**src/rtl/alu_arbiter.sv**
```systemverilog
// Two-requester arbiter in front of a shared combinational ALU: one operation in flight.
// Define ALU_ARB_FIXED_PRI_EN for fixed priority (requester 0 wins); default is round-robin.
//
// state | meaning
// IDLE  | waiting for a request; req_ready offered to the granted requester
// EXEC  | operands held on alu_x/alu_y/alu_ctl; ALU result captured at end of cycle
// RESP  | rsp_valid high; waiting for rsp_ready
module alu_arbiter #(
   parameter int WIDTH = 4
) (
   input  logic             clk,
   input  logic             rst_n,
   input  logic [1:0]       req_valid,
   output logic [1:0]       req_ready,
   input  logic [WIDTH-1:0] req0_x,
   input  logic [WIDTH-1:0] req0_y,
   input  logic [WIDTH-1:0] req1_x,
   input  logic [WIDTH-1:0] req1_y,
   input  logic [5:0]       req0_op,
   input  logic [5:0]       req1_op,
   output logic [WIDTH-1:0] alu_x,
   output logic [WIDTH-1:0] alu_y,
   output logic [5:0]       alu_ctl,
   input  logic [WIDTH-1:0] alu_out,
   input  logic             alu_zr,
   input  logic             alu_ng,
   output logic             rsp_valid,
   input  logic             rsp_ready,
   output logic             rsp_id,
   output logic [WIDTH-1:0] rsp_out,
   output logic             rsp_zr,
   output logic             rsp_ng
);

   typedef enum logic [1:0] {
      IDLE = 2'd0,
      EXEC = 2'd1,
      RESP = 2'd2
   } state_t;

   state_t state;
   state_t state_nxt;

   logic gnt_any;
   logic gnt_id;
   logic accept;
   logic pend_id;

`ifdef ALU_ARB_FIXED_PRI_EN
   always_comb begin
      gnt_any = |req_valid;
      gnt_id  = ~req_valid[0];
   end
`else
   logic rr;

   always_comb begin
      gnt_any = |req_valid;
      if (&req_valid) gnt_id = rr;
      else            gnt_id = ~req_valid[0];
   end

   always_ff @(posedge clk or negedge rst_n) begin
      if (!rst_n) begin
         rr <= 1'b0;
      end else if (state == RESP && rsp_ready) begin
         rr <= ~rsp_id;
      end
   end
`endif

   // rst_n gates the offer so nothing is granted while reset is held
   always_comb begin
      req_ready = 2'b00;
      if (state == IDLE && rst_n && gnt_any) begin
         req_ready = gnt_id ? 2'b10 : 2'b01;
      end
   end

   assign accept    = |(req_valid & req_ready);
   assign rsp_valid = (state == RESP);

   always_ff @(posedge clk or negedge rst_n) begin
      if (!rst_n) state <= IDLE;
      else        state <= state_nxt;
   end

   always_comb begin
      state_nxt = state;
      case (state)
         IDLE:    if (accept) state_nxt = EXEC;
         EXEC:    state_nxt = RESP;
         RESP:    if (rsp_ready) state_nxt = IDLE;
         default: state_nxt = IDLE;
      endcase
   end

   always_ff @(posedge clk or negedge rst_n) begin
      if (!rst_n) begin
         alu_x   <= '0;
         alu_y   <= '0;
         alu_ctl <= 6'b000000;
         pend_id <= 1'b0;
         rsp_id  <= 1'b0;
         rsp_out <= '0;
         rsp_zr  <= 1'b0;
         rsp_ng  <= 1'b0;
      end else begin
         if (accept) begin
            alu_x   <= gnt_id ? req1_x  : req0_x;
            alu_y   <= gnt_id ? req1_y  : req0_y;
            alu_ctl <= gnt_id ? req1_op : req0_op;
            pend_id <= gnt_id;
         end
         if (state == EXEC) begin
            rsp_out <= alu_out;
            rsp_zr  <= alu_zr;
            rsp_ng  <= alu_ng;
            rsp_id  <= pend_id;
         end
      end
   end

endmodule

```
**config.mk**
```make
export PLATFORM = sky130hd
export DESIGN_NAME = alu_arbiter
export DESIGN_NICKNAME = d
export VERILOG_FILES = /design/src/rtl/alu_arbiter.sv
export SDC_FILE = /design/constraint.sdc
export NUM_CORES = 1
export LEC_CHECK = 0
export CAP_MARGIN = 20
export CORE_MARGIN = 2
export CORE_UTILIZATION = 38
export CTS_CLUSTER_SIZE = 8
export DETAILED_ROUTE_END_ITERATION = 10
export HOLD_SLACK_MARGIN = 0.03
export PLACE_DENSITY_LB_ADDON = 0.2
export SETUP_SLACK_MARGIN = 0.1
export SKIP_CTS_REPAIR_TIMING = 1
export SLEW_MARGIN = 10
export SYNTH_ARGS = -nofsm -noshare
export SYNTH_HDL_FRONTEND = slang
export SYNTH_SLANG_ARGS = --single-unit
```
**constraint.sdc**
```tcl
create_clock -name clk -period 1.6 [get_ports clk]
set_input_delay 0.24 -clock clk [delete_from_list [all_inputs] [get_ports clk]]
set_output_delay 0.24 -clock clk [all_outputs]
set_load 0.02 [all_outputs]
```
Word-level counts from Yosys, hierarchy flattened

Cells that the tools add are included.

Input port bits: 39
Logic and storage cells: 34
Output and inout port bits: 24
Bits in registers: 25

Reductions and logical operators: 8
Multiplexer cells: 9
Bitwise gates (word level): 3
Equal/unequal tests: 4

Operator list:

| kind                                          | number |
|---|---|
| two-way mux 2 bit                             | 4 |
| two-way mux 4 bit                             | 2 |
| two-way mux 6 bit                             | 1 |
| one-hot mux 2 bit (3 select lines)            | 1 |
| AND reduction 2 bit                           | 2 |
| OR reduction 2 bit                            | 2 |
| logical AND 1 bit                             | 3 |
| bitwise AND 2 bit                             | 1 |
| == test 2 x 1 -> 1 bit, second input constant | 1 |
| == test 2 bit, second input constant          | 1 |
| zero test 2 bit                               | 1 |
| != test 2 x 1 -> 1 bit, second input constant | 1 |
| != test 2 bit, second input constant          | 1 |
| NOT 1 bit                                     | 2 |
| two-way mux 1 bit                             | 1 |

Longest topological paths before layout

Gate-level depths: netlist (run 1).

Word-level depth: 8
Depth in mapped cells: 4
Gate-level depth less buffers: 4

Least setup slack after synthesis (run 1)

Ideal clock, no wire load.

Kind: reg2out
Start: register state[0]
End: output req_ready[0]
Buffers on the path: 0
Cell stages (with the launch flop): 3
Path slack: 0.223 ns
Required time: 1.360 ns
Arrival: 1.137 ns
Cells stage by stage: dfrtp_1 or3b_4 nor2_1

Longest elaborated chain between the ends: 4

Ends and longest elaborated chain:

| what                           | line | source |
|---|---|---|
| start: declaration             | 41   | `state_t state;` |
| start signal: assignment       | 85   | `else state <= state_nxt;` |
| zero test 2 bit                | 75   | `if (state == IDLE && rst_n && gnt_any) begin` |
| logical AND 1 bit (2 in a row) | 75   |  |
| two-way mux 2 bit              | 75   |  |
| end: declaration               | 14   | `output logic [1:0] req_ready,` |

Every way passes these cells.

Final worst setup path (run 1)

Start: register state[1]
End: output req_ready[0]

The elaborated chain is that of the path after synthesis.

==> impl_metrics.toml, run 1 <==
[critical_path]
path_cells = "or3b_4 > nor2_4 > buf_6"
start_kind = "register"
worstPathRequired_ps = 1360
end_kind = "output pin"
critPathMaxStageDelay_ps = 440
cp_max_fo = 3
crit_type = "register to output pin"
cp.arrival_ps = 1420
worst_path_max_delay_cell = "or3b_4"

[pwr]
power.density_nw_per_um2 = 1509
ir_worst_vdd_mv = 0.7117
power.leakage_nw = 0.9479

[sta]
fin_crit_ps = 1658
fmax_mhz = 603.3
slew_headroom = 0.7168
period_share = 1.036
hold_viol = 0
setup_viol = 13
finalWorstSetupSlack_ps = -57.53
finalSetupTns_ps = -367.4
skew_ps = 12.21
slew_viol_final = 0
grt_setup_unrepaired = "yes"
worst_pin_slew_ps = 424.4

[logic_synthesis]
synthesis.nets = 125
synth_area_leaders = "dfrtp_1 53%, a2bb2oi_2 11%, o32ai_1 10%"
avgSynthCellArea_um2 = 13.78
ys_seq_area_frac = 0.5280
synth_area_um2 = 1185
synth_top_area_frac = 0.5280
syn_inst = 86
ys_seq_elements = 25
yosysWarnings = 0
ys_types = 22
synth_area_leader_cell = "dfrtp_1"

[finish]
final_cell_mix = "38 x clkdlybuf4s50_1, 25 x dfrtp_1, 21 x dlymetal6s2s_1"
final_cells = 193
syn_to_final_growth_pct = 74.97
final_common_cell = "clkdlybuf4s50_1"
fin_nets = 200
fillers = 237
antenna_cells = 0
drive_gt1_frac = 0.3000

[cts]
cts_num_sinks = 25
insertion_delay_ps = 330
numCtsBuffers = 3
cts_max_level = 1
clk_pin_slew_worst_paths_ps = 140
cts_root_buffer = "clkbuf_4"
cts.path.max_buffers = 2
cts_tree = "built"

[grt]
grt_pass1_vias = 1143
grt_max_degree = 27
grt_util_all_layers = 0.1756
grt-ovfl-total = 0
grt_pass1_wl_um = 4664
antenna_found_initial = 0

[floorplan]
std_cell_rows = 20
initial_core_util = 0.3946
core_um2 = 3003
pin_count = 63
die_h_um = 59.84
die_w_um = 59.84
die_area_um2 = 3581

[detailed_routing]
vias_per_cell = 5.404
vias = 1043
ant_nets = 0
drc_errors = 0
drt-pass1-iter-count = 4
wl_per_cell_um = 16.52
drt_iter0_markers = 50
drt-total-wl_um = 3189

[placement]
pre_cts_ws_ps = -475.4
place_inst = 188
io_buffers = 62
gp_congestion = 0.6790
dp_hpwl_um = 2296

[run_status]
status = "finished, violations left"
violations = "setup timing"

[run]
drv_cap = 0

[hold_path]
hp-class = "primary input to asynchronous set/reset pin"
## synth_stat cells
cell / number
buf_2: 2
nand2b_1: 3
nor2_1: 3
mux2_2: 7
o21ai_0: 1
nand2_1: 2
inv_1: 3
clkbuf_1: 2
a2bb2oi_1: 5
mux2i_1: 1
a21bo_2: 1
nor2_8: 1
or2b_1: 1
o211ai_1: 1
buf_4: 1
nor2b_1: 1
or3b_4: 1
buf_12: 1
nor3b_1: 1
o32ai_1: 14
a2bb2oi_2: 9
dfrtp_1: 25
## power breakdown
| group | leakage [nW] | internal [mW] | switching [mW] |
|---|---|---|---|
| Sequential | 0.280 | 0.911 | 0.179 |
| Combinational | 0.653 | 0.965 | 0.780 |
| Clock | 0.0150 | 0.0979 | 0.196 |
## kinds of logic after synthesis
family | Yosys count | share of synthesized area
buf+inv | 9 | 0.04752
mux | 8 | 0.07498
simple gates | 13 | 0.07604
compound gates | 31 | 0.2735
flops | 25 | 0.5280
## layer usage
layer  vias up  GRT usage  wire [um]
li1        486          -          -
met1       512     0.1847       1285
met2        40     0.3292       1654
met3         5    0.03896        202
met4         0    0.07619         47
met5         -          0          0
## sequential cells by signal, indices dropped and copies added, names as in the netlist
| signal | cells |
|---|---|
| alu_ctl | 6 |
| rr | 1 |
| pend_id | 1 |
| alu_x | 4 |
| rsp_ng | 1 |
| state | 2 |
| rsp_out | 4 |
| rsp_id | 1 |
| alu_y | 4 |
| rsp_zr | 1 |
## path summary, 6_finish.rpt
path / startpoint / slack [ps] / cells after the start / to
min in group clk: rsp_id / 470 / 1 / rr
hold / removal: rst_n / 290 / 2 / rr
setup / recovery: state[1] / -60 / 3 / req_ready[0]
max in group asynchronous: rst_n / 1060 / 2 / alu_x[2]
hold reg to reg: rsp_id / 470 / 1 / rr
setup reg to reg: state[1] / -40 / 6 / alu_ctl[4]
## layout make-up
class / count / area (um2) / share of cell area
repair buffers: 76 / 813.3 / 0.3923
flip-flops and latches: 25 / 625.6 / 0.3017
multi-input cells: 52 / 555.5 / 0.2680
well taps: 33 / 41.29 / 0.01992
clock buffers: 4 / 26.28 / 0.01267
inverters: 3 / 11.26 / 0.005431
## worst max-delay path, delay by kind of cell (launching register included)
kind	cells	cell delay (ps)
and+or+nand+nor	2	540
DFF	1	420
buffers and inverters	1	120
## per-stage QoR
stage	cell area (um2)	hold slack [ps]	power [mW]	utilization
3_3_place_gp	1917	456.4	2.772	0.6383
2_1_floorplan	1185	-55.59	1.991	-
4_1_cts	1943	315.5	3.096	0.6471
3_5_place_dp	1917	466.8	2.807	0.6383
5_1_grt	2073	305.4	3.292	0.6904
6_report	2073	287.7	3.128	0.6904
Note: power is estimated with default switching activity, not from simulation.
==> run 2, diff against run 1 <==
--- a/config.mk
+++ b/config.mk
@@ -7,7 +7,7 @@
 export LEC_CHECK = 0
 export CAP_MARGIN = 20
 export CORE_MARGIN = 2
-export CORE_UTILIZATION = 38
+export CORE_UTILIZATION = 25
 export CTS_CLUSTER_SIZE = 8
 export DETAILED_ROUTE_END_ITERATION = 10
 export HOLD_SLACK_MARGIN = 0.03
==> run 2 against run 1 <==
Net effect: the run now ends clean; worst hold slack worse by 270 ps; total power up 3.9%; global-route usage fell by 4.6 points; routed wire length grew 8.4%; worst setup slack gained 110 ps; clock power grew 24%; first-iteration DRC count down 44%; sequential share of layout area is 1.3 points lower; critical path type is now primary input to output pin; largest power group unchanged.
==> impl_metrics.toml, run 2 (same netlist as run 1, synthesis figures left out) <==
[sta]
slew_viol_final = 0
period_share = 0.9682
fin_crit_ps = 1549
slew_headroom = 0.7752
hold_viol = 0
fmax_mhz = 645.5
setup_viol = 0
skew_ps = 5.069
worst_pin_slew_ps = 336.0
grt_setup_unrepaired = "yes"

[floorplan]
die_h_um = 72.85
pin_count = 63
std_cell_rows = 25
die_area_um2 = 5306
die_w_um = 72.85
initial_core_util = 0.2542
core_um2 = 4661

[run_status]
status = "finished clean"

[critical_path]
worstReg2RegStart = "state[1]"
crit_type = "primary input to output pin"
cp.arrival_ps = 1310
cp_max_fo = 4
critPathMaxStageDelay_ps = 500
worstPathRequired_ps = 1360
rr_worst_depth = 5
worst_path_max_delay_cell = "clkdlybuf4s50_1"
reg2reg_slack_ps = 100
end_kind = "output pin"
start_kind = "primary input"
rr_endpoint = "alu_ctl[3]"
path_cells = "clkdlybuf4s50_1 > nor2b_1 > nand2b_4 > nor2_4 > buf_6"

[pwr]
power.density_nw_per_um2 = 1498
total_power_mw = 3.250
ir_worst_vdd_mv = 0.8515
power.leakage_nw = 0.9524

[cts]
cts.path.max_buffers = 2
cts_root_buffer = "clkbuf_8"
clk_pin_slew_worst_paths_ps = 80
numCtsBuffers = 3
cts_tree = "built"
cts_num_sinks = 25
cts_max_level = 1
insertion_delay_ps = 260

[detailed_routing]
vias_per_cell = 4.855
drc_errors = 0
drt-total-wl_um = 3458
drt_iter0_markers = 28
drt-pass1-iter-count = 4
wl_per_cell_um = 16.16
ant_nets = 0
vias = 1039

[finish]
final_cells = 214
fin_nets = 200
antenna_cells = 0
final_area_um2 = 2170
syn_to_final_growth_pct = 83.10
top_register = "alu_ctl"
final_cell_mix = "41 x clkdlybuf4s50_1, 25 x dfrtp_1, 18 x dlymetal6s2s_1"
final_common_cell = "clkdlybuf4s50_1"
fillers = 419
largest_register_ffs = 6
post-route-util = 0.4655
drive_gt1_frac = 0.3250

[grt]
grt_pass1_wl_um = 5271
grt_pass1_vias = 1052
grt-ovfl-total = 0
grt_util_all_layers = 0.1301
antenna_found_initial = 0
grt_max_degree = 27

[hold_path]
hp-class = "primary input to asynchronous set/reset pin"

[run]
drv_cap = 0

[placement]
gp_congestion = 0.7090
place_area_um2 = 1941
io_buffers = 62
dp_hpwl_um = 2458
place_inst = 207
run 2: cell types whose count changed in the layout (fill, tap and decap cells not counted), sizes merged:
cell,change
clkbuf,+1
buf,-1
dlymetal6s2s,-3
inv,-1
clkdlybuf4s50,+3
clkinvlp,+1
run 2: power breakdown:
part	leakage (nW)	switching [mW]	total, mW	internal, mW
Clock	0.0228	0.189	0.366	0.178
Sequential	0.280	0.180	1.09	0.913
Combinational	0.650	0.797	1.79	0.993
run 2: routing by layer:
layer,vias to the layer above,GRT usage,share of wire
met1,507,0.1509,0.40
met4,0,0.01235,0.0067
met3,2,0.04006,0.058
li1,483,-,-
met2,47,0.2424,0.53
met5,-,0,0
run 2: critical path, delay by kind of cell:
| family | cells | cell delay, ps |
|---|---|---|
| AND/OR/NAND/NOR | 3 | 440 |
| buffers and inverters | 2 | 620 |
run 2: layout make-up:
cell class / instances / area, um2 / area share
repair buffers: 76 / 829.5 / 0.3824
flip-flops and latches: 25 / 625.6 / 0.2884
well taps: 54 / 67.56 / 0.03114
multi-input cells: 52 / 586.8 / 0.2705
clock buffers: 4 / 45.04 / 0.02076
inverters: 3 / 15.01 / 0.006920
run 2: worst max-delay path by stage:
stage | from | end | slack, ps | depth (start not counted)
finish | req_valid[0] | req_ready[1] | 50 | 5
global route | req_valid[0] | req_ready[1] | -20 | 5
CTS | rst_n | req_ready[0] | -530 | 4
detailed placement | rst_n | req_ready[0] | -520 | 4
global placement | rst_n | req_ready[0] | -490 | 4
floorplan | state[0] | req_ready[0] | 220 | 2
run 2: metrics by stage:
stage                     worst slack (ps)  TNS [ps]  hold WS, ps
after floorplan                      222.5         0       -55.59
after CTS                           -533.8     -1290        411.5
after detailed placement            -521.4     -3862        492.3
final                                50.91         0        19.18
after global placement              -489.0     -3338        484.5
after global routing                -17.37    -22.90        46.43
==> run 3, diff against run 2 <==
--- a/config.mk
+++ b/config.mk
@@ -10,6 +10,7 @@
 export CORE_UTILIZATION = 25
 export CTS_CLUSTER_SIZE = 8
 export DETAILED_ROUTE_END_ITERATION = 10
+export DONT_BUFFER_PORTS = 1
 export HOLD_SLACK_MARGIN = 0.03
 export PLACE_DENSITY_LB_ADDON = 0.2
 export SETUP_SLACK_MARGIN = 0.1
==> run 3 against run 2 <==
Net effect: the flow now finishes with violations (setup timing); critical path depth fell by 2; via count decreased by 22%; worst setup slack lost 57 ps; register-to-register slack worse by 20 ps; combinational power fell by 55%; total power decreased by 19%; design area shrank 33%; global-route usage is 3.1 points lower; cell count decreased by 29%; clock skew barely moved; routed wire length fell by 18%; critical path type is now register to output pin; critical endpoint is now req_ready[0].
==> impl_metrics.toml, run 3 (same netlist as run 1, synthesis figures left out) <==
[run_status]
status = "finished, violations left"
violations = "setup timing"

[cts]
cts_max_level = 1
cts_root_buffer = "clkbuf_8"
numCtsBuffers = 3
insertion_delay_ps = 270
clk_pin_slew_worst_paths_ps = 90
cts_tree = "built"
cts.path.max_buffers = 2
cts_num_sinks = 25

[grt]
antenna_found_initial = 0
grt_pass1_vias = 798
grt_util_all_layers = 0.09951
grt_max_degree = 28
grt-ovfl-total = 0
grt_pass1_wl_um = 3981

[critical_path]
critPathMaxStageDelay_ps = 460
cp.arrival_ps = 1370
worstPathRequired_ps = 1360
crit_type = "register to output pin"
worst_path_max_delay_cell = "or3b_4"
end_kind = "output pin"
cp_num_buf_inv = 1
path_cells = "or3b_4 > nor2_4 > buf_6"
path_delay_family = "simple AND/OR/NAND/NOR gates"
start_kind = "register"
cp_max_fo = 4

[sta]
hold_viol = 0
setup_viol = 2
skew_ps = 5.378
fmax_mhz = 622.8
fin_crit_ps = 1606
finalWorstSetupSlack_ps = -5.648
slew_viol_final = 0
period_share = 1.004
grt_setup_unrepaired = "yes"
worst_pin_slew_ps = 548.0
slew_headroom = 0.6333

[finish]
fin_nets = 138
seqCellArea_um2 = 625.6
drive_gt1_frac = 0.4082
fillers = 481
syn_to_final_growth_pct = 22.91
final_common_cell = "dfrtp_1"
final_area_um2 = 1456
largest_register_ffs = 6
top_register = "alu_ctl"
antenna_cells = 0
final_cell_mix = "25 x dfrtp_1, 14 x o32ai_1, 10 x a2bb2oi_2"
multi_input_area_um2 = 540.5

[pwr]
ir_worst_vdd_mv = 0.4952
power.leakage_nw = 0.5697
power.density_nw_per_um2 = 1807

[run]
drv_cap = 0

[placement]
dp_hpwl_um = 1958
io_buffers = 0
pre_cts_ws_ps = 148.5
place_area_um2 = 1242
gp_congestion = 0.7417

[hold_path]
hp-class = "primary input to register"

[floorplan]
initial_core_util = 0.2542
core_um2 = 4661
die_h_um = 72.85
std_cell_rows = 25
pin_count = 63
die_area_um2 = 5306
die_w_um = 72.85

[detailed_routing]
vias = 812
drt-pass1-iter-count = 3
drt_iter0_markers = 12
drc_errors = 0
wl_per_cell_um = 18.58
drt-total-wl_um = 2824
vias_per_cell = 5.342
ant_nets = 0
## run 3: final timing paths
check	start	endpoint	slack [ps]	cells after the start
worst min register to register	pend_id	pend_id	550	2
min in group asynchronous	rst_n	rsp_id	390	2
worst max-delay path	state[1]	req_ready[0]	-6	3
max in group asynchronous	rst_n	alu_x[3]	1050	2
worst min-delay path	rsp_ready	state[1]	80	1
worst max register to register	state[1]	alu_y[3]	80	5
## run 3: per-layer routing
| layer | track usage | part of all wire | vias up |
|---|---|---|---|
| li1 | - | - | 360 |
| met1 | 0.1105 | 0.41 | 411 |
| met2 | 0.1879 | 0.52 | 41 |
| met3 | 0.03729 | 0.075 | 0 |
| met4 | 0.006173 | 0 | 0 |
| met5 | 0 | 0 | - |
## run 3: layout make-up
type                    instances  share of cell area
inverters                       3            0.007732
repair buffers                 13              0.1134
clock inverters                 1            0.003436
clock buffers                   3             0.02835
flip-flops and latches         25              0.4296
well taps                      54             0.04639
multi-input cells              53              0.3711
## run 3: worst register-to-register path: cells and delay by family (launching register included)
| kind | cells | cell delay (ps) |
|---|---|---|
| simple gates | 2 | 620 |
| flops | 1 | 410 |
| buf+inv | 2 | 300 |
| compound gates | 1 | 120 |
## run 3: metrics by stage
stage / power [mW] / instances / hold WS, ps / util / setup TNS (ps)
floorplan: 1.991 / 86 / -55.59 / - / 0
global placement: 2.110 / 138 / -55.00 / 0.2666 / 0
detailed placement: 2.145 / 138 / -54.97 / 0.2666 / 0
CTS: 2.532 / 142 / -359.4 / 0.2765 / -222.4
global route: 2.794 / 152 / 81.14 / 0.3125 / -114.7
finish: 2.632 / 152 / 84.41 / 0.3125 / -11.04
## run 3: where the power goes
group | leakage (nW) | switching (mW) | internal [mW]
clock network | 0.0255 | 0.196 | 0.174
registers | 0.280 | 0.545 | 0.911
logic | 0.264 | 0.324 | 0.482
total | 0.570 | 1.07 | 1.57
